**src/rtl/memctrl_arb.sv**
```systemverilog
`default_nettype none
// ============================================================================
// Module   : memctrl_arb
// Brief    : Multi-channel memory controller; arbitrates requesters onto a
//            shared bus, one transaction at a time, with ack timeout.
// Revision : 1.0 - initial release
// ============================================================================
module memctrl_arb #(
    parameter int ADDR_W  = 32,
    parameter int DATA_W  = 32,
    parameter int NUM_CH  = 2,
    parameter int RR_MODE = 0,
    parameter int TIMEOUT = 255
) (
    input  logic                       clk,
    input  logic                       rst,
    input  logic [NUM_CH-1:0]          req_read,
    input  logic [NUM_CH-1:0]          req_write,
    input  logic [NUM_CH*ADDR_W-1:0]   req_addr,
    input  logic [NUM_CH*DATA_W-1:0]   req_wdata,
    input  logic [NUM_CH*DATA_W/8-1:0] req_sel,
    output logic [NUM_CH-1:0]          grant,
    output logic [NUM_CH-1:0]          resp_valid,
    output logic                       resp_err,
    output logic [DATA_W-1:0]          resp_rdata,
    output logic                       bus_read,
    output logic                       bus_write,
    output logic [ADDR_W-1:0]          bus_addr,
    output logic [DATA_W-1:0]          bus_wdata,
    output logic [DATA_W/8-1:0]        bus_sel,
    input  logic                       bus_busy,
    input  logic                       bus_ack,
    input  logic [DATA_W-1:0]          bus_rdata,
    output logic [1:0]                 state
);
    localparam int c_sel_w = DATA_W / 8;
    localparam int c_idx_w = (NUM_CH > 1) ? $clog2(NUM_CH) : 1;
    localparam int c_cnt_w = (TIMEOUT > 1) ? $clog2(TIMEOUT + 1) : 1;
    localparam logic [c_cnt_w:0] c_timeout = (c_cnt_w + 1)'(TIMEOUT);

    typedef enum logic [1:0] {
        S_IDLE    = 2'd0,
        S_REQUEST = 2'd1,
        S_WAIT    = 2'd2,
        S_RESPOND = 2'd3
    } state_t;

    state_t               r_state;
    logic [c_idx_w-1:0]   r_ptr;
    logic [c_cnt_w-1:0]   r_cnt;
    logic                 r_is_read;
    logic [NUM_CH-1:0]    r_grant;
    logic [NUM_CH-1:0]    r_resp_valid;
    logic                 r_resp_err;
    logic [DATA_W-1:0]    r_resp_rdata;
    logic                 r_bus_read;
    logic                 r_bus_write;
    logic [ADDR_W-1:0]    r_bus_addr;
    logic [DATA_W-1:0]    r_bus_wdata;
    logic [c_sel_w-1:0]   r_bus_sel;

    logic [ADDR_W-1:0]    w_addr_ch  [NUM_CH];
    logic [DATA_W-1:0]    w_wdata_ch [NUM_CH];
    logic [c_sel_w-1:0]   w_sel_ch   [NUM_CH];
    logic [NUM_CH-1:0]    w_active;
    logic                 w_any;
    logic [c_idx_w-1:0]   w_win;
    logic [c_cnt_w:0]     w_cnt_nxt;
    logic                 w_timeout;

    for (genvar g = 0; g < NUM_CH; g++) begin : g_unpack
        assign w_addr_ch[g]  = req_addr[g*ADDR_W +: ADDR_W];
        assign w_wdata_ch[g] = req_wdata[g*DATA_W +: DATA_W];
        assign w_sel_ch[g]   = req_sel[g*c_sel_w +: c_sel_w];
    end

    assign w_active = req_read | req_write;

    // Round-robin starts one past the last winner; fixed priority starts at ch0.
    always_comb begin
        int                 start;
        int                 idx;
        logic [c_idx_w-1:0] cand;
        w_any = 1'b0;
        w_win = '0;
        idx   = 0;
        cand  = '0;
        start = (RR_MODE != 0) ? (int'(r_ptr) + 1) % NUM_CH : 0;
        for (int k = 0; k < NUM_CH; k++) begin
            idx  = (start + k) % NUM_CH;
            cand = c_idx_w'(idx);
            if (!w_any && w_active[cand]) begin
                w_any = 1'b1;
                w_win = cand;
            end
        end
    end

    assign w_cnt_nxt = {1'b0, r_cnt} + (c_cnt_w + 1)'(1);
    assign w_timeout = (TIMEOUT != 0) && (w_cnt_nxt == c_timeout);

    always_ff @(posedge clk) begin
        if (!rst) begin
            r_state      <= S_IDLE;
            r_ptr        <= c_idx_w'(NUM_CH - 1);
            r_cnt        <= '0;
            r_is_read    <= 1'b0;
            r_grant      <= '0;
            r_resp_valid <= '0;
            r_resp_err   <= 1'b0;
            r_resp_rdata <= '0;
            r_bus_read   <= 1'b0;
            r_bus_write  <= 1'b0;
            r_bus_addr   <= '0;
            r_bus_wdata  <= '0;
            r_bus_sel    <= '0;
        end else begin
            case (r_state)
                S_IDLE: begin
                    r_cnt <= '0;
                    if (w_any) begin
                        r_state     <= S_REQUEST;
                        r_ptr       <= w_win;
                        r_grant     <= NUM_CH'(1) << w_win;
                        r_is_read   <= req_read[w_win];
                        r_bus_read  <= req_read[w_win];
                        r_bus_write <= ~req_read[w_win];
                        r_bus_addr  <= w_addr_ch[w_win];
                        r_bus_wdata <= w_wdata_ch[w_win];
                        r_bus_sel   <= w_sel_ch[w_win];
                    end
                end
                S_REQUEST: begin
                    r_cnt <= w_cnt_nxt[c_cnt_w-1:0];
                    if (w_timeout) begin
                        r_state      <= S_RESPOND;
                        r_bus_read   <= 1'b0;
                        r_bus_write  <= 1'b0;
                        r_resp_valid <= r_grant;
                        r_resp_err   <= 1'b1;
                        r_resp_rdata <= '0;
                    end else if (!bus_busy) begin
                        r_state     <= S_WAIT;
                        r_bus_read  <= 1'b0;
                        r_bus_write <= 1'b0;
                    end
                end
                S_WAIT: begin
                    r_cnt <= w_cnt_nxt[c_cnt_w-1:0];
                    // A late ack still completes cleanly even on the expiry cycle.
                    if (bus_ack) begin
                        r_state      <= S_RESPOND;
                        r_resp_valid <= r_grant;
                        r_resp_err   <= 1'b0;
                        r_resp_rdata <= r_is_read ? bus_rdata : '0;
                    end else if (w_timeout) begin
                        r_state      <= S_RESPOND;
                        r_resp_valid <= r_grant;
                        r_resp_err   <= 1'b1;
                        r_resp_rdata <= '0;
                    end
                end
                S_RESPOND: begin
                    r_state      <= S_IDLE;
                    r_cnt        <= '0;
                    r_is_read    <= 1'b0;
                    r_grant      <= '0;
                    r_resp_valid <= '0;
                    r_resp_err   <= 1'b0;
                    r_resp_rdata <= '0;
                    r_bus_addr   <= '0;
                    r_bus_wdata  <= '0;
                    r_bus_sel    <= '0;
                end
                default: r_state <= S_IDLE;
            endcase
        end
    end

    assign grant      = r_grant;
    assign resp_valid = r_resp_valid;
    assign resp_err   = r_resp_err;
    assign resp_rdata = r_resp_rdata;
    assign bus_read   = r_bus_read;
    assign bus_write  = r_bus_write;
    assign bus_addr   = r_bus_addr;
    assign bus_wdata  = r_bus_wdata;
    assign bus_sel    = r_bus_sel;
    assign state      = r_state;

endmodule
`default_nettype wire

```
**config.mk**
```make
export PLATFORM = sky130hd
export DESIGN_NAME = memctrl_arb
export DESIGN_NICKNAME = d
export VERILOG_FILES = /design/src/rtl/memctrl_arb.sv
export SDC_FILE = /design/constraint.sdc
export NUM_CORES = 1
export LEC_CHECK = 0
export ABC_CLOCK_PERIOD_IN_PS = 2750
export CORE_MARGIN = 2
export CORE_UTILIZATION = 39
export CTS_BUF_LIST = sky130_fd_sc_hd__clkbuf_8 sky130_fd_sc_hd__clkbuf_16
export CTS_CLUSTER_SIZE = 28
export DETAILED_ROUTE_END_ITERATION = 6
export GPL_ROUTABILITY_DRIVEN = 0
export HOLD_SLACK_MARGIN = 0.03
export PLACE_DENSITY_LB_ADDON = 0.12
export SLEW_MARGIN = 25
export SYNTH_ARGS = -nofsm -noshare
export SYNTH_HDL_FRONTEND = slang
export SYNTH_SLANG_ARGS = --single-unit
export TNS_END_PERCENT = 10
```
**constraint.sdc**
```tcl
create_clock -name clk -period 2.75 [get_ports clk]
set_input_delay 0.825 -clock clk [delete_from_list [all_inputs] [get_ports clk]]
set_output_delay 0.825 -clock clk [all_outputs]
set_load 0.03 [all_outputs]
```
* Word level (Yosys, flattened, before mapping)
Index checks and enable logic that the tools add are counted. Widths: inputs -> output; s select.
Cells by class: $lt $le $gt $ge 2, multipliers 0, divide/modulo/power cells 0, add/sub/neg operators 1, reduce and logical (&&, ||, !) cells 11, shift operators 1, eq/ne operators 7, bitwise operators 3, multiplexer cells 46
Operators with widths (count):
- $mux 32 | 11
- $pmux 32 s2 | 2
- $pmux 32 s3 | 1
- $mux 2 | 8
- $mux 4 | 4
- $pmux 8 s2 | 1
- $mux 1 | 11
- $add 8x1->9 const B | 1
- $eq 9x8->1 const B | 1
- $pmux 2 s4 | 1
- $pmux 4 s2 | 1
- $ne 3x3->1 const B | 2
- $pmux 1 s2 | 3
- $pmux 2 s3 | 1
- $reduce_and 3->1 | 2
- $eq 2x2->1 const B | 2
- $pmux 2 s2 | 1
- $reduce_bool 2->1 | 2
- $reduce_or 2->1 | 2
- $pmux 1 s3 | 1
- $reduce_bool 3->1 | 1
- $eq 2x1->1 const B | 1
- $ge 2x2->1 const B | 1
- $logic_not 2->1 | 1
- 9 further kinds | 9
Word-level totals: output and inout port bits 109, bits in registers 118, memory bits (read-only) 0, bits of input ports 176, bits in latches 0, RAM bits 0, memories kept 0

* Longest topological paths before layout
Gate-level depths: netlist of the first run.
word-level depth 11, mapped depth 8

* Worst setup path before layout of the first run
No wires, ideal clock.
path type in2reg, from input req_write[1], to register r_bus_addr[10] (netlist: bus_addr[10]), arrival time 1.890 ns, data required time 2.622 ns, buffers on the path 2, stages on the path 7, path slack 0.733 ns, path through nor2_2 nor4_4 and2_1 buf_2 buf_2 a222oi_1 nor2_1
On the way: word-level cells in the longest chain between the ends 9, elaborated cells on any way between the ends 12, those cells by class eq/ne: 1; mux: 7; bitwise: 2; reduce/logical: 2
RTL lines:
- start: declaration | line 18 | input logic [NUM_CH-1:0] req_write,
- $or 2x2->2 (*) | line 77 | assign w_active = req_read | req_write;
- $logic_and 1x1->1 (*) | line 92 | if (!w_any && w_active[cand]) begin
- $mux 1 | line 92
- $not 1->2 (implied by the code) | line 128 | r_bus_addr <= w_addr_ch[w_win];
- $mux 32 (implied by the code) (3 in series) | line 128
- $mux 32 | line 121 | if (w_any) begin
- $pmux 32 s2 | line 118 | case (r_state)
- end signal: assignment | line 128
- end: declaration | line 58 | logic [ADDR_W-1:0] r_bus_addr;
Mark *: on every way between the ends. The rest lies on a longest branch, timed or not. The select of a mux whose other input is x is not followed. A chain may end at the register's enable or synchronous reset.

* Final worst setup path of the first run
from input req_write[0], to register r_bus_addr[13] (netlist: bus_addr[13])
On the way: word-level cells in the longest chain between the ends 11, elaborated cells on any way between the ends 14, those cells by class eq/ne: 1; mux: 8; bitwise: 2; reduce/logical: 3
RTL lines (line):
- $or 2x2->2 (*) | 77
- $mux 1 (*) | 92
- $logic_not 1->1 | 92
- $logic_and 1x1->1 | 92
- $mux 1 | 92
- $not 1->2 (implied by the code) | 128
- $mux 32 (implied by the code) (3 in series) | 128
- $mux 32 | 121
- $pmux 32 s2 | 118
Marks and branches as above.

==> flow_summary_export.csv, run 1 <==
group,metric,value,unit
die,dieArea,12190,sq um
status,violations,"DRC",
route,drtAntennaViolNets,0,
route,wire_per_inst,17.84,microns
layout,antenna_cells,0,
synthesis,synth_edf_count,0,
die,start_util,40.38,%
power_and_ir_drop,p_leak,3.012,nW
global_route,antenna_found_initial,0,
sta,skew,0.008163,ns
layout,seq_area,2362,sq um
setup_path,startpoint_type,"primary input",
sta,min_period_over_period,87.87,%
setup_path,r2r_start,"state[0]",
layout,final_cells,880,
cts,cts_tree,"yes",
synthesis,yosysWarningCount,0,
synthesis,postSynthCellCount,448,
die,die_w,110.4,microns
global_route,grtUsageMet3,10.04,%
place,dp_hpwl,11250,microns
sta,tns,0,ns
flow_run,maxCapViolCount,0,
cts,clk_pin_slew_worst_paths,0.05,ns
route,dr.pass1.iters,7,
cts,cts.path.max_buffers,2,
route,drcViolationCount,13,
global_route,grt_busiest_layer,"met2",
synthesis,synth.top_cell.area_share,53.50,%
synthesis,synth_common_cells,"118 x dfxtp_1, 63 x nor2_1, 50 x a222oi_1, 40 x nand2_1, 34 x a22o_1",
die,io_pins,285,
die,die_h,110.4,microns
synthesis,ys_ff_latch,118,
status,status,"complete, but fails checks",
place,portBuffers,284,
layout,fillers,805,
cts,cts-root-buf,"clkbuf_16",
global_route,grt_max_degree,60,
synthesis,synth_area_per_cell,9.856,sq um
layout,area_growth,82.37,%
cts,cts.sinks,118,
cts,cts_hold_buffers,0,
synthesis,dominantRegCellSynth,"dfxtp_1",
die,core_area,10940,sq um
sta,relSlewSlack,40.06,%
setup_path,cp-end-kind,"flip-flop",
sta,tightest_slew,0.8962,ns
synthesis,synth_area_leader_cell,"dfxtp_1",
synthesis,yosysSeqAreaShare,53.50,%
synthesis,async_reset_ff_share,0,%
synthesis,yosysMostFrequentCell,"dfxtp_1",
global_route,gr-total-overflow,0,
worst_hold_path,min_from,"bus_read",
global_route,grt_use_met1,26.40,%
route,first_iter_violations,471,
global_route,grt_use_total,24.92,%
sta,fin_crit,2.417,ns
synthesis,syn_nets,630,
global_route,gr-usage-met2,44.29,%
sta,max_freq,413.8,MHz
global_route,grt_pass1_wl,24740,microns
global_route,grt_pass1_vias,4953,
sta,slew_viol_final,0,
cts,clk_latency,0.40,ns
sta,holdWs,0.4729,ns
synthesis,synthTopCellsByArea,"dfxtp_1 53%, a222oi_1 11%, a22o_1 6.7%, nor2_1 5.4%, nand2_1 3.4%",
synthesis,synthDistinctLibCells,38,
cts,htreeDepth,4,
layout,final_util,73.64,%
setup_path,path_max_fanout,18,
layout,layout.nets,909,
sta,setup_violations,0,
setup_path,path_class,"primary input to flip-flop",
route,vias_per_cell,5.530,
synthesis,netlist_area,4415,sq um
setup_path,cp.arrival,2.73,ns
cts,cts_setup_buffers,0,
cts,cts_buffers,17,
layout,multi_input_area,1864,sq um
power_and_ir_drop,vdd_ir_drop_max,0.0006418,V
layout,drive_above_1_share,7.568,%
place,placed_cells,848,
route,routed_wl,15700,microns
die,num_rows,38,
sta,rsz0062_at_grt,"false",
cts,cts_resized,0,
power_and_ir_drop,power_density,977.1,nW/um^2
worst_hold_path,hold_class,"flip-flop to flip-flop",
sta,hold_viol_final,0,
route,dr_total_vias,4866,
setup_path,crit_required,3.07,ns
setup_path,crit_start,"req_write[0]",
-- critical path, stage by stage --
cell	delay, ns
clkdlybuf4s50_1	0.59
nor2_1	0.17
a31oi_2	0.77
nand3_1	0.17
a31oi_1	0.21
-- routing by layer --
metal  vias up  part of all wire [%]
li1       2270                     -
met1      2339                    38
met2       237                    51
met3        20                   9.0
met4         0                   2.0
met5         -                     0
-- sequential cells by signal, indices dropped and copies added, names as in the netlist --
name and count:
bus_write 1, resp_err 1, bus_wdata 32, grant 2
resp_rdata 32, bus_sel 4, r_is_read 1, r_cnt 8
bus_addr 32, state 2, bus_read 1, resp_valid 2
-- per-stage QoR --
stage	setup slack, ns	cell area, sq um	total power, mW
after floorplan	0.7326	4415	4.242
after CTS	0.3452	8053	7.922
after detailed placement	0.02203	7453	5.669
final	0.3334	8053	7.869
after global routing	0.2303	8053	8.252
after global placement	0.07197	7453	5.586
-- report_power, final --
| part | total, mW | switching [mW] | internal, mW |
|---|---|---|---|
| registers | 2.28 | 0.217 | 2.07 |
| logic | 3.37 | 1.92 | 1.44 |
| clock network | 2.22 | 0.779 | 1.44 |
| total | 7.87 | 2.92 | 4.95 |
-- final cells by class --
class / instances / share of cell area (%)
Sequential cell: 118 / 29.34
Tap cell: 140 / 2.175
Multi-Input combinational cell: 281 / 23.15
Clock buffer: 18 / 5.454
Timing Repair Buffer: 298 / 37.38
Inverter: 11 / 0.5127
Clock inverter: 14 / 1.989
-- cells in the final DEF, fill, tap and decap left out, types with 2 or more instances in the layout --
master,synthesis,routed
a31oi_2,2,2
clkdlybuf4s50_1,0,284
mux2i_1,2,2
clkinvlp_4,0,4
buf_4,0,9
nor3_4,1,2
clkbuf_16,0,17
o21ai_0,5,5
a21oi_1,7,7
a22o_1,34,34
dfxtp_1,118,118
a222oi_1,50,50
nand2_1,40,40
or3_1,2,2
nand3_1,25,25
bufinv_16,0,3
clkinv_2,0,3
inv_1,11,12
ha_1,6,6
o22ai_1,2,2
xnor2_1,3,3
nor2_1,63,63
buf_12,0,5
a31oi_1,20,20
-- worst paths after layout --
path | to | depth (start not counted) | slack (ns)
max reg2reg | bus_addr[13] | 6 | 0.40
min | bus_read | 2 | 0.47
min reg2reg | bus_read | 2 | 0.47
max | bus_addr[13] | 5 | 0.33
-- logic make-up after synthesis --
kind of cell	synth area share [%]
buf+inv	4.562
flops	53.50
fa+ha+maj	1.700
xor+xnor	1.162
mux	0.4534
compound gates	24.20
simple gates	14.42
Power figures use the tool's default switching activity.
==> run 2, diff against run 1 <==
- CTS_CLUSTER_SIZE: 28 -> 10
==> results of run 2 <==
No change in the layout: final DEF, timing and power equal those of run 1.
==> run 3, diff against run 2 <==
- ABC_AREA: unset -> 1
- CORE_UTILIZATION: 39 -> 40
==> flow_summary_export.csv, run 3 <==
group,metric,value,unit
status,status,"completed",
synthesis,synthDistinctLibCells,28,
setup_path,cp_cell_sequence,"clkdlybuf4s50_1",
synthesis,synthMuxAreaShare,0,%
sta,setup_ws,0.3621,ns
setup_path,crit_end,"state[1]",
route,dr_total_vias,5870,
synthesis,syn_nets,890,
cts,htreeDepth,4,
global_route,grt_pass1_vias,5718,
cts,cts_resized,0,
cts,cts.sinks,118,
place,dp_worst_setup_slack,0.1249,ns
cts,cts-root-buf,"clkbuf_16",
layout,final_util,69.29,%
synthesis,synth_top_family_by_area,"simple AND/OR/NAND/NOR gates",
worst_hold_path,hold_class,"flip-flop to flip-flop",
setup_path,r2r_start,"state[0]",
global_route,grt_pass1_wl,28920,microns
setup_path,cp-end-kind,"primary output",
die,core_area,12720,sq um
cts,cts_hold_buffers,0,
synthesis,yosysWarningCount,0,
synthesis,synth-simple-area-share,23.94,%
route,drtAntennaViolNets,0,
synthesis,synth_compound_gate_area_share,22.60,%
place,portBuffers,284,
die,start_util,41.17,%
setup_path,crit_start,"state[1]",
layout,antenna_cells,0,
setup_path,path_class,"flip-flop to primary output",
synthesis,synth_xor_area_share,0.1672,%
global_route,antenna_found_initial,0,
setup_path,crit_slowest_cell,"clkdlybuf4s50_1",
sta,min_period_over_period,86.83,%
setup_path,path_max_fanout,6,
layout,layout.nets,1157,
power_and_ir_drop,p_leak,3.348,nW
synthesis,synth_fa_ha_area_share,1.433,%
synthesis,synth.top_cell.area_share,45.10,%
sta,skew,0.005518,ns
route,vias_per_cell,5.060,
die,num_rows,41,
flow_run,maxCapViolCount,0,
sta,rsz0062_at_grt,"false",
worst_hold_path,min_path_cells,2,
route,first_iter_violations,407,
synthesis,synthTopCellsByArea,"dfxtp_1 45%, nand2_1 16%, a31oi_1 9.8%, o21ai_0 5.2%, a21oi_1 4.1%",
synthesis,postSynthCellCount,708,
sta,tightest_slew,0.6974,ns
power_and_ir_drop,vdd_ir_drop_max,0.0004399,V
cts,cts_buffers,17,
setup_path,crit_family,"buffers and inverters",
route,wire_per_inst,15.64,microns
global_route,gr-total-overflow,0,
synthesis,ys_ff_latch,118,
route,routed_wl,18140,microns
setup_path,crit_required,1.93,ns
place,dp_hpwl,12940,microns
setup_path,cp_num_cells,1,
layout,fillers,1079,
setup_path,path_buf_inv,1,
synthesis,synth_common_cells,"225 x nand2_1, 118 x dfxtp_1, 82 x a31oi_1, 54 x o21ai_0, 43 x a21oi_1",
setup_path,ff2ff_path_depth,7,
setup_path,r2r_setup_slack,0.74,ns
sta,max_freq,418.8,MHz
die,io_pins,285,
synthesis,yosysSeqAreaShare,45.10,%
synthesis,yosysMostFrequentCell,"nand2_1",
sta,fin_crit,2.388,ns
setup_path,r2r_end,"resp_rdata[28]",
global_route,grt_max_degree,53,
sta,relSlewSlack,53.40,%
synthesis,synth_area_leader_cell,"dfxtp_1",
layout,area_growth,68.30,%
sta,hold_viol_final,0,
route,dr.pass1.iters,7,
setup_path,cpPeakStageDelay,0.72,ns
cts,cts.path.max_buffers,2,
layout,layout_commonest_cell,"clkdlybuf4s50_1",
route,drcViolationCount,0,
layout,drive_above_1_share,6.478,%
setup_path,startpoint_type,"flip-flop",
sta,tns,0,ns
synthesis,dominantRegCellSynth,"dfxtp_1",
cts,clk_pin_slew_worst_paths,0.05,ns
sta,slew_viol_final,0,
synthesis,synth_edf_count,0,
synthesis,synth_area_per_cell,7.398,sq um
synthesis,netlist_area,5238,sq um
cts,clk_latency,0.40,ns
sta,setup_violations,0,
global_route,grt_use_total,25.68,%
synthesis,async_reset_ff_share,0,%
die,die_w,118.4,microns
die,die_h,118.4,microns
die,dieArea,14030,sq um
cts,cts_setup_buffers,0,
setup_path,cp.arrival,1.56,ns
cts,cts_tree,"yes",
layout,most-common-layout-cells,"284 x clkdlybuf4s50_1, 225 x nand2_1, 118 x dfxtp_1",
power_and_ir_drop,power_density,1056,nW/um^2
==> run 3: worst min-delay path, stage by stage, from the launching register on <==
cell and delay, ns:
dfxtp_1 0.31, inv_1 0.05, a21oi_1 0.05
==> run 3: worst min path at each step <==
stage               slack, ns  startpoint       end
floorplan                0.43    r_cnt[0]  r_cnt[0]
detailed placement       0.45    resp_err  resp_err
global route             0.48    resp_err  resp_err
finish                   0.46    resp_err  resp_err
global placement         0.44    resp_err  resp_err
CTS                      0.46    resp_err  resp_err
==> run 3: area by class of cell <==
class | instances | area (sq um) | share of cell area, %
sequential | 118 | 2362 | 26.80
timing repair buffer | 298 | 3010 | 34.15
tap | 172 | 215.2 | 2.441
inverter | 33 | 123.9 | 1.405
clock buffer | 23 | 508.0 | 5.763
multi-input combinational | 507 | 2534 | 28.74
clock inverter | 9 | 61.31 | 0.6955
==> run 3: through the flow <==
step | hold slack, ns | power, mW | cell area (sq um) | std cells
after floorplan | 0.4297 | 5.379 | 5238 | 708
after global placement | 0.4444 | 7.205 | 8245 | 1128
after detailed placement | 0.4528 | 7.250 | 8245 | 1128
after CTS | 0.4603 | 9.380 | 8815 | 1160
after global routing | 0.4828 | 9.874 | 8815 | 1160
final | 0.4580 | 9.308 | 8815 | 1160
==> run 3: metal layers <==
| layer | global-route usage, % | wire (microns) | up-vias |
|---|---|---|---|
| met3 | 9.025 | 1494 | 32 |
| met2 | 42.77 | 8888 | 202 |
| met4 | 11.31 | 461 | 0 |
| met5 | 0 | 0 | - |
| li1 | - | - | 2946 |
| met1 | 29.71 | 7296 | 2690 |
==> run 3: cell families after synthesis <==
| kind of cell | Yosys count |
|---|---|
| simple gates | 299 |
| fa+ha+maj | 6 |
| compound gates | 201 |
| buf+inv | 83 |
| flops | 118 |
| xor+xnor | 1 |
==> run 3: power by group <==
group	switching, mW	internal [mW]	total, mW
Sequential	0.345	2.26	2.60
Combinational	2.81	1.82	4.62
Clock	0.719	1.36	2.08
